## src/rtl/alu_arbiter.sv

```systemverilog
// Two-requester front end for one shared combinational ALU: IDLE -> EXEC -> RESP per operation.
// Define ALU_ARB_FIXED_PRIO_EN to make A win every tie (default: round-robin via a last-grant bit).
module alu_arbiter #(
    parameter int DW = 32
) (
    input  logic          clk,
    input  logic          rst_n,
    input  logic          req_a,
    input  logic          req_b,
    input  logic [5:0]    func_a,
    input  logic [5:0]    func_b,
    input  logic [1:0]    aluop_a,
    input  logic [1:0]    aluop_b,
    input  logic [DW-1:0] op1_a,
    input  logic [DW-1:0] op2_a,
    input  logic [DW-1:0] op1_b,
    input  logic [DW-1:0] op2_b,
    output logic          gnt_a,
    output logic          gnt_b,
    output logic          done_a,
    output logic          done_b,
    output logic [DW-1:0] res,
    output logic          res_zero,
    output logic [5:0]    alu_instruction,
    output logic [DW-1:0] alu_data1,
    output logic [DW-1:0] alu_data2,
    output logic          alu_op1,
    output logic          alu_op2,
    input  logic [DW-1:0] alu_result,
    input  logic          alu_zero
);

    typedef enum logic [1:0] {
        IDLE = 2'd0,
        EXEC = 2'd1,
        RESP = 2'd2
    } state_t;

    state_t        r_state;
    state_t        w_state_nxt;
    logic          w_pick_b;
    logic          w_latch;
    logic          w_capture;
    logic          w_done_set;
    logic          r_gnt_a;
    logic          r_gnt_b;
    logic          r_done_a;
    logic          r_done_b;
    logic          r_owner_b;
    logic [5:0]    r_func;
    logic [1:0]    r_aluop;
    logic [DW-1:0] r_op1;
    logic [DW-1:0] r_op2;
    logic [DW-1:0] r_res;
    logic          r_res_zero;

`ifdef ALU_ARB_FIXED_PRIO_EN
    assign w_pick_b = req_b & ~req_a;
`else
    logic r_last_b;

    // On a tie B wins only if A was granted last.
    assign w_pick_b = req_b & (~req_a | ~r_last_b);

    always_ff @(posedge clk or negedge rst_n) begin
        if (!rst_n) begin
            r_last_b <= 1'b1;
        end else if (w_latch) begin
            r_last_b <= w_pick_b;
        end
    end
`endif

    always_ff @(posedge clk or negedge rst_n) begin
        if (!rst_n) begin
            r_state <= IDLE;
        end else begin
            r_state <= w_state_nxt;
        end
    end

    always_comb begin
        w_state_nxt     = r_state;
        w_latch         = 1'b0;
        w_capture       = 1'b0;
        w_done_set      = 1'b0;
        alu_instruction = '0;
        alu_data1       = '0;
        alu_data2       = '0;
        alu_op1         = 1'b0;
        alu_op2         = 1'b0;
        case (r_state)
            IDLE: begin
                if (req_a | req_b) begin
                    w_latch     = 1'b1;
                    w_state_nxt = EXEC;
                end
            end
            EXEC: begin
                alu_instruction = r_func;
                alu_data1       = r_op1;
                alu_data2       = r_op2;
                alu_op1         = r_aluop[1];
                alu_op2         = r_aluop[0];
                w_capture       = 1'b1;
                w_state_nxt     = RESP;
            end
            RESP: begin
                w_done_set  = 1'b1;
                w_state_nxt = IDLE;
            end
            default: w_state_nxt = IDLE;
        endcase
    end

    // gnt and done are registered, so each shows up in the cycle after the state that sets it.
    always_ff @(posedge clk or negedge rst_n) begin
        if (!rst_n) begin
            r_gnt_a    <= 1'b0;
            r_gnt_b    <= 1'b0;
            r_done_a   <= 1'b0;
            r_done_b   <= 1'b0;
            r_owner_b  <= 1'b0;
            r_func     <= '0;
            r_aluop    <= '0;
            r_op1      <= '0;
            r_op2      <= '0;
            r_res      <= '0;
            r_res_zero <= 1'b0;
        end else begin
            r_gnt_a  <= w_latch & ~w_pick_b;
            r_gnt_b  <= w_latch & w_pick_b;
            r_done_a <= w_done_set & ~r_owner_b;
            r_done_b <= w_done_set & r_owner_b;
            if (w_latch) begin
                r_owner_b <= w_pick_b;
                r_func    <= w_pick_b ? func_b  : func_a;
                r_aluop   <= w_pick_b ? aluop_b : aluop_a;
                r_op1     <= w_pick_b ? op1_b   : op1_a;
                r_op2     <= w_pick_b ? op2_b   : op2_a;
            end
            if (w_capture) begin
                r_res      <= alu_result;
                r_res_zero <= alu_zero;
            end
        end
    end

    assign gnt_a    = r_gnt_a;
    assign gnt_b    = r_gnt_b;
    assign done_a   = r_done_a;
    assign done_b   = r_done_b;
    assign res      = r_res;
    assign res_zero = r_res_zero;

endmodule

```

## config.mk

```make
export PLATFORM = sky130hd
export DESIGN_NAME = alu_arbiter
export DESIGN_NICKNAME = d
export VERILOG_FILES = /design/src/rtl/alu_arbiter.sv
export SDC_FILE = /design/constraint.sdc
export NUM_CORES = 1
export LEC_CHECK = 0
export CORE_ASPECT_RATIO = 0.75
export CORE_MARGIN = 2
export CORE_UTILIZATION = 39
export DETAILED_ROUTE_END_ITERATION = 7
export GPL_ROUTABILITY_DRIVEN = 0
export HOLD_SLACK_MARGIN = 0.1
export PLACE_DENSITY = 0.87
export SETUP_SLACK_MARGIN = 0.15
export SLEW_MARGIN = 10
export SYNTH_ARGS = -nofsm -noshare
export SYNTH_HDL_FRONTEND = slang
export SYNTH_SLANG_ARGS = --single-unit
```

## constraint.sdc

```tcl
create_clock -name clk -period 1.6 [get_ports clk]
set_input_delay 0.16 -clock clk [delete_from_list [all_inputs] [get_ports clk]]
set_output_delay 0.16 -clock clk [all_outputs]
set_load 0.05 [all_outputs]
```

# --- Word-level counts from Yosys, hierarchy flattened ---
# Cells that the tools add are included.
totals:
  reg_bits: 113
  in_bits: 181
  output_inout_bits: 109
  elab_cells: 43
op_classes:
  eq_ne: 3
  n_mux: 15
  bitwise: 11
  n_reduce_logical: 1
ops:
  columns: ["op", "n"]
  rows:
  - ["two-way mux 32 bit", 4]
  - ["two-way mux 6 bit", 2]
  - ["two-way mux 1 bit", 6]
  - ["AND 1 bit", 5]
  - ["two-way mux 2 bit", 2]
  - ["inverter 1 bit", 4]
  - ["one-hot mux 2 bit (2 select lines)", 1]
  - ["equality test 2 x 1 -> 1 bit, second input constant", 1]
  - ["equality test 2 bit, second input constant", 1]
  - ["zero test 2 bit", 1]
  - ["!= test 2 bit, second input constant", 1]
  - ["OR 1 bit", 2]

# --- Logic depth before layout (Yosys ltp) ---
depth:
  ltp_word: 5
  mapped_depth: 5

# --- Worst setup path before layout ---
# Ideal clock, no wire load.
synth_timing:
  path_type: "register to output"
  start: "register r_state[0]"
  end: "output port alu_data1[0]"
  arrival_time_ps: 1422
  required_ps: 1440
  slack_ps: 18
  path_stages_with_launch: 6
  path_buffers: 3
  path_cell_list: "dfrtp_1 > nor2b_1 > buf_2 > buf_2 > clkbuf_2 > and2_1"
synth_between:
  elab_chain_len: 2
synth_rtl:
  columns: ["item", "line_no", "rtl"]
  rows:
  - ["start, declared", "39", "state_t r_state;"]
  - ["start signal, assigned", "78", "r_state <= w_state_nxt;"]
  - ["equality test 2 x 1 -> 1 bit", "92", "case (r_state)"]
  - ["two-way mux 32 bit", "92", null]
  - ["end, declared", "25", "output logic [DW-1:0] alu_data1,"]
# No other way between the ends.

# --- Worst setup path after layout ---
layout_timing:
  start: "register r_state[1]"
  end: "output port alu_data1[10]"
# Same word-level chain as after synthesis.

==> metrics.md <==
| Metric | Value |
|---|---|
| Outcome | finished with violations |
| Net switching power | 10960 µW |
| WP buf/inv | 4 |
| Launch point of the worst path | r_state[1] |
| Internal power | about 16000 µW |
| Die W | 137.1 µm |
| Library cells used by synthesis | 22 |
| Critical path depth in cells | 6 |
| Slowest stage cell, crit path | dfrtp_2 |
| Tot Pwr | between 20000 and 30000 µW |
| I/O Buffers | approximately 290 |
| Setup slack after layout | -294.1 ps |
| Worst rel slew slack | approximately three fifths |
| Req. time, crit path | about 1400 ps |
| Placed cell count | ~850 |
| Sw Ratio | between 40% and 50% |
| Syn Area/Cell | 12.43 µm² |
| Ant diodes | 0 |
| IO Pins | 290 |
| Max FO, Critical Path | 7 |
| Site row count | 36 |
| Number of flops mapped to enable cells by yosys | 0 |
| Die area | about 0.014 mm² |
| Finished Layout Cells | 940 |
| Pins over their slew limit | 0 |
| HPWL after DPL | 12130 µm |
| Fmax | 528.0 MHz |
| Nets | about 940 |
| Wirelength, routed | 24470 µm |
| Post-synthesis sequential area ratio | 54.56% |
| Synth warn | 0 |
| Gate power share | approximately two thirds |
| Crit path DAT | 1730 ps |
| Routed vias/inst | 5.812 |
| RSZ-0062 raised after global routing | yes |
| First-pass GRT wire length | roughly 34000 µm |
| Worst path top cell family by delay | buffers and inverters |
| PwrDens | 2437 mW/mm² |
| Leak | 0.005097 µW |
| Maximum VDD drop | around 1.8 mV |
| Layout fillers | ~560 |
| Root Driver | clkbuf_16 |
| Layout cells sized above 1 | 42.39% |
| FFs w/ async S/R, synth | 100.0% |
| Final Setup Violations | ~180 |
| Layout area overhead | 113.2% |
| Flop pwr share | 19.7% |
| Reg area | 0.002830 mm² |
| DR iter-0 viols | between 400 and 500 |
| Total CTS buffers | 17 |
| Worst Tran Pin Value | about 620 ps |
| Max stage delay on crit path | 440 ps |
| Setup TNS | -32990 ps |
| FF+latch count, synth | 113 |
| CP endpoint | alu_data1[10] |
| Clk buf depth | 2 |
| CORE AREA | 0.01297 mm² |
| Clk_skew | between 6 and 7 ps |
| Reg2reg setup slack | -290 ps |
| Largest net degree at the start of global routing | 114 |
| CTS tree | done |
| CTS sink cnt | around 110 |
| Mapped Area | around 0.0052 mm² |
| Post-DRT Antenna Nets | 0 |
| Total of max-cap violations | 0 |
| R2R Path Start | r_state[1] |
| Initial antenna violation count | 0 |
| RR Endpoint | r_op1[2] |
| Critical path type | register to primary output |
| Min Tclk post-route | roughly 1900 ps |
| Synth Flop Type | dfrtp_1 |
| Clock-pin slew on the worst setup and hold paths | 50 ps |
| Multi-input logic area | ~0.0024 mm² |
| Final hold violations | 0 |
| Clock latency at the later pin of the worst-skew pair | 420 ps |
| Drt pass-1 iters | 5 |
| Average wire per standard cell | 26.03 µm |
| Grt ovf | 0 |
| Cells after synthesis | 417 |
| All-Layer GR Usage | 31.84% |
| Setup crit start kind | register |
| Vias in the first global route | ~5700 |
| Setup crit end kind | primary output |
| H-tree Lvls | 4 |
| Clock power frac | 14.4% |
| DRC errors left | 0 |
| Final period util | 118.4% |
| Height of the die | 103.9 µm |
| Post-Syn Nets | 598 |
| Cell depth of the worst flop-to-flop path | 8 |
| Critical-path cell list | nor2b_4 -> buf_6 -> buf_12 -> buf_16 -> and2_4 -> buf_12 |
| CP most frequent cell | buf_12 |
| Vias post-DR | 5463 |
| Post-route cell area | 0.01105 mm² |
| Final Util | 85.20% |
| Starting Density | 39.97% |
| Min-delay src | alu_result[19] |
| Violated checks | setup timing |
| Hold Path Class | input port to register |
| Area post-placement | just under 0.009 mm² |
[through the flow]
step / worst slack [ps] / hold slack, ps
after detailed placement: -130.3 / 294.9
final: -294.1 / 347.6
after global routing: -335.5 / 345.3
after global placement: -63.48 / 281.6
after CTS: -215.6 / 335.8
after floorplan: 146.5 / -135.6
[per-layer routing]
layer | up-vias | GRT usage [%] | part of all wire [%]
met5 | - | 0 | 0
met2 | 361 | 50.36 | 48
met4 | 0 | 14.80 | 3.3
met3 | 64 | 9.405 | 9.5
li1 | 2256 | - | -
met1 | 2782 | 39.98 | 39
[power by group through the flow]
stage / Combinational, µW / Clock [µW] / Sequential (µW)
global placement: 12100 / 0 / 5010
finish: 17700 / 3890 / 5310
detailed placement: 12400 / 0 / 5080
CTS: 16100 / 3880 / 5120
global route: 18200 / 4050 / 5390
floorplan: 5860 / 0 / 6480
[logic make-up (layout without fill, tap and decap cells)]
group	count (synthesis)	count (layout)	share of synthesized area (%)
simple gates	151	152	18.39
mux	33	33	7.167
buf+inv	44	395	5.381
flops	113	113	54.56
compound gates	76	76	14.50
[layout by cell type, fill, tap and decap left out, drive strengths merged]
cell | Yosys | routed
inv | 1 | 2
clkinv | 0 | 6
nor2 | 1 | 1
dfstp | 1 | 1
a221o | 72 | 72
o21ai | 1 | 1
clkbuf | 26 | 26
clkinvlp | 0 | 3
bufinv | 0 | 3
and3b | 1 | 1
dlygate4sd3 | 0 | 1
nor3b | 1 | 1
nor2b | 1 | 1
a21o | 2 | 2
bufbuf | 0 | 4
clkdlybuf4s50 | 0 | 179
and2 | 73 | 73
nand2b | 1 | 1
dfrtp | 112 | 112
mux2 | 33 | 33
and3 | 73 | 74
a21boi | 1 | 1
buf | 17 | 171
[worst reg2reg max path, delay by kind of cell, from the launching register on]
kind	cells	cell delay, ps
AND/OR/NAND/NOR	1	190
AO/OA/AOI/OAI	2	470
buffers and inverters	5	670
flip-flops	1	440
[flip-flops by register name, summed over array words and instances, names as in the netlist]
register,count
r_op1,32
r_op2,32
res,32
r_func,6
r_aluop,2
r_state,2
done_a,1
done_b,1
gnt_a,1
gnt_b,1
r_last_b,1
r_owner_b,1
res_zero,1
[layout make-up]
class                   instances  share of cell area, %
clock inverters                13                  1.472
repair buffers                362                  45.49
flip-flops and latches        113                  25.61
inverters                       1                0.03396
clock buffers                  19                  3.917
multi-input cells             261                  21.54
well taps                     171                  1.936
[Yosys cell counts, types with 2 or more instances]
cell type,number,area (µm²)
a221o_1,72,720.7
and3_1,72,450.4
dfrtp_1,112,2803
a21o_1,2,15.01
buf_2,8,40.04
clkbuf_1,22,82.58
clkbuf_2,4,20.02
and2_1,73,456.7
mux2_2,33,371.6
buf_8,7,105.1
[timing repair]
action | in CTS | in global routing
pin swaps | 37 | 34
gates resized for setup | 88 | 53
endpoints found under the hold margin | 112 | 0
hold buffers | 1 | 0
cloned | 22 | 9
buffers inserted | 23 | 7
endpoints found under the setup margin | 142 | 180
[worst min path at each step]
stage / endpoint / slack [ps] / cells past startpoint
after floorplan: done_a / -140 / 0
after global placement: res[8] / 280 / 2
after detailed placement: res[8] / 290 / 2
after CTS: res[24] / 340 / 2
after global routing: res[19] / 350 / 2
final: res[19] / 350 / 2
Note: power is estimated with default switching activity, not from simulation.
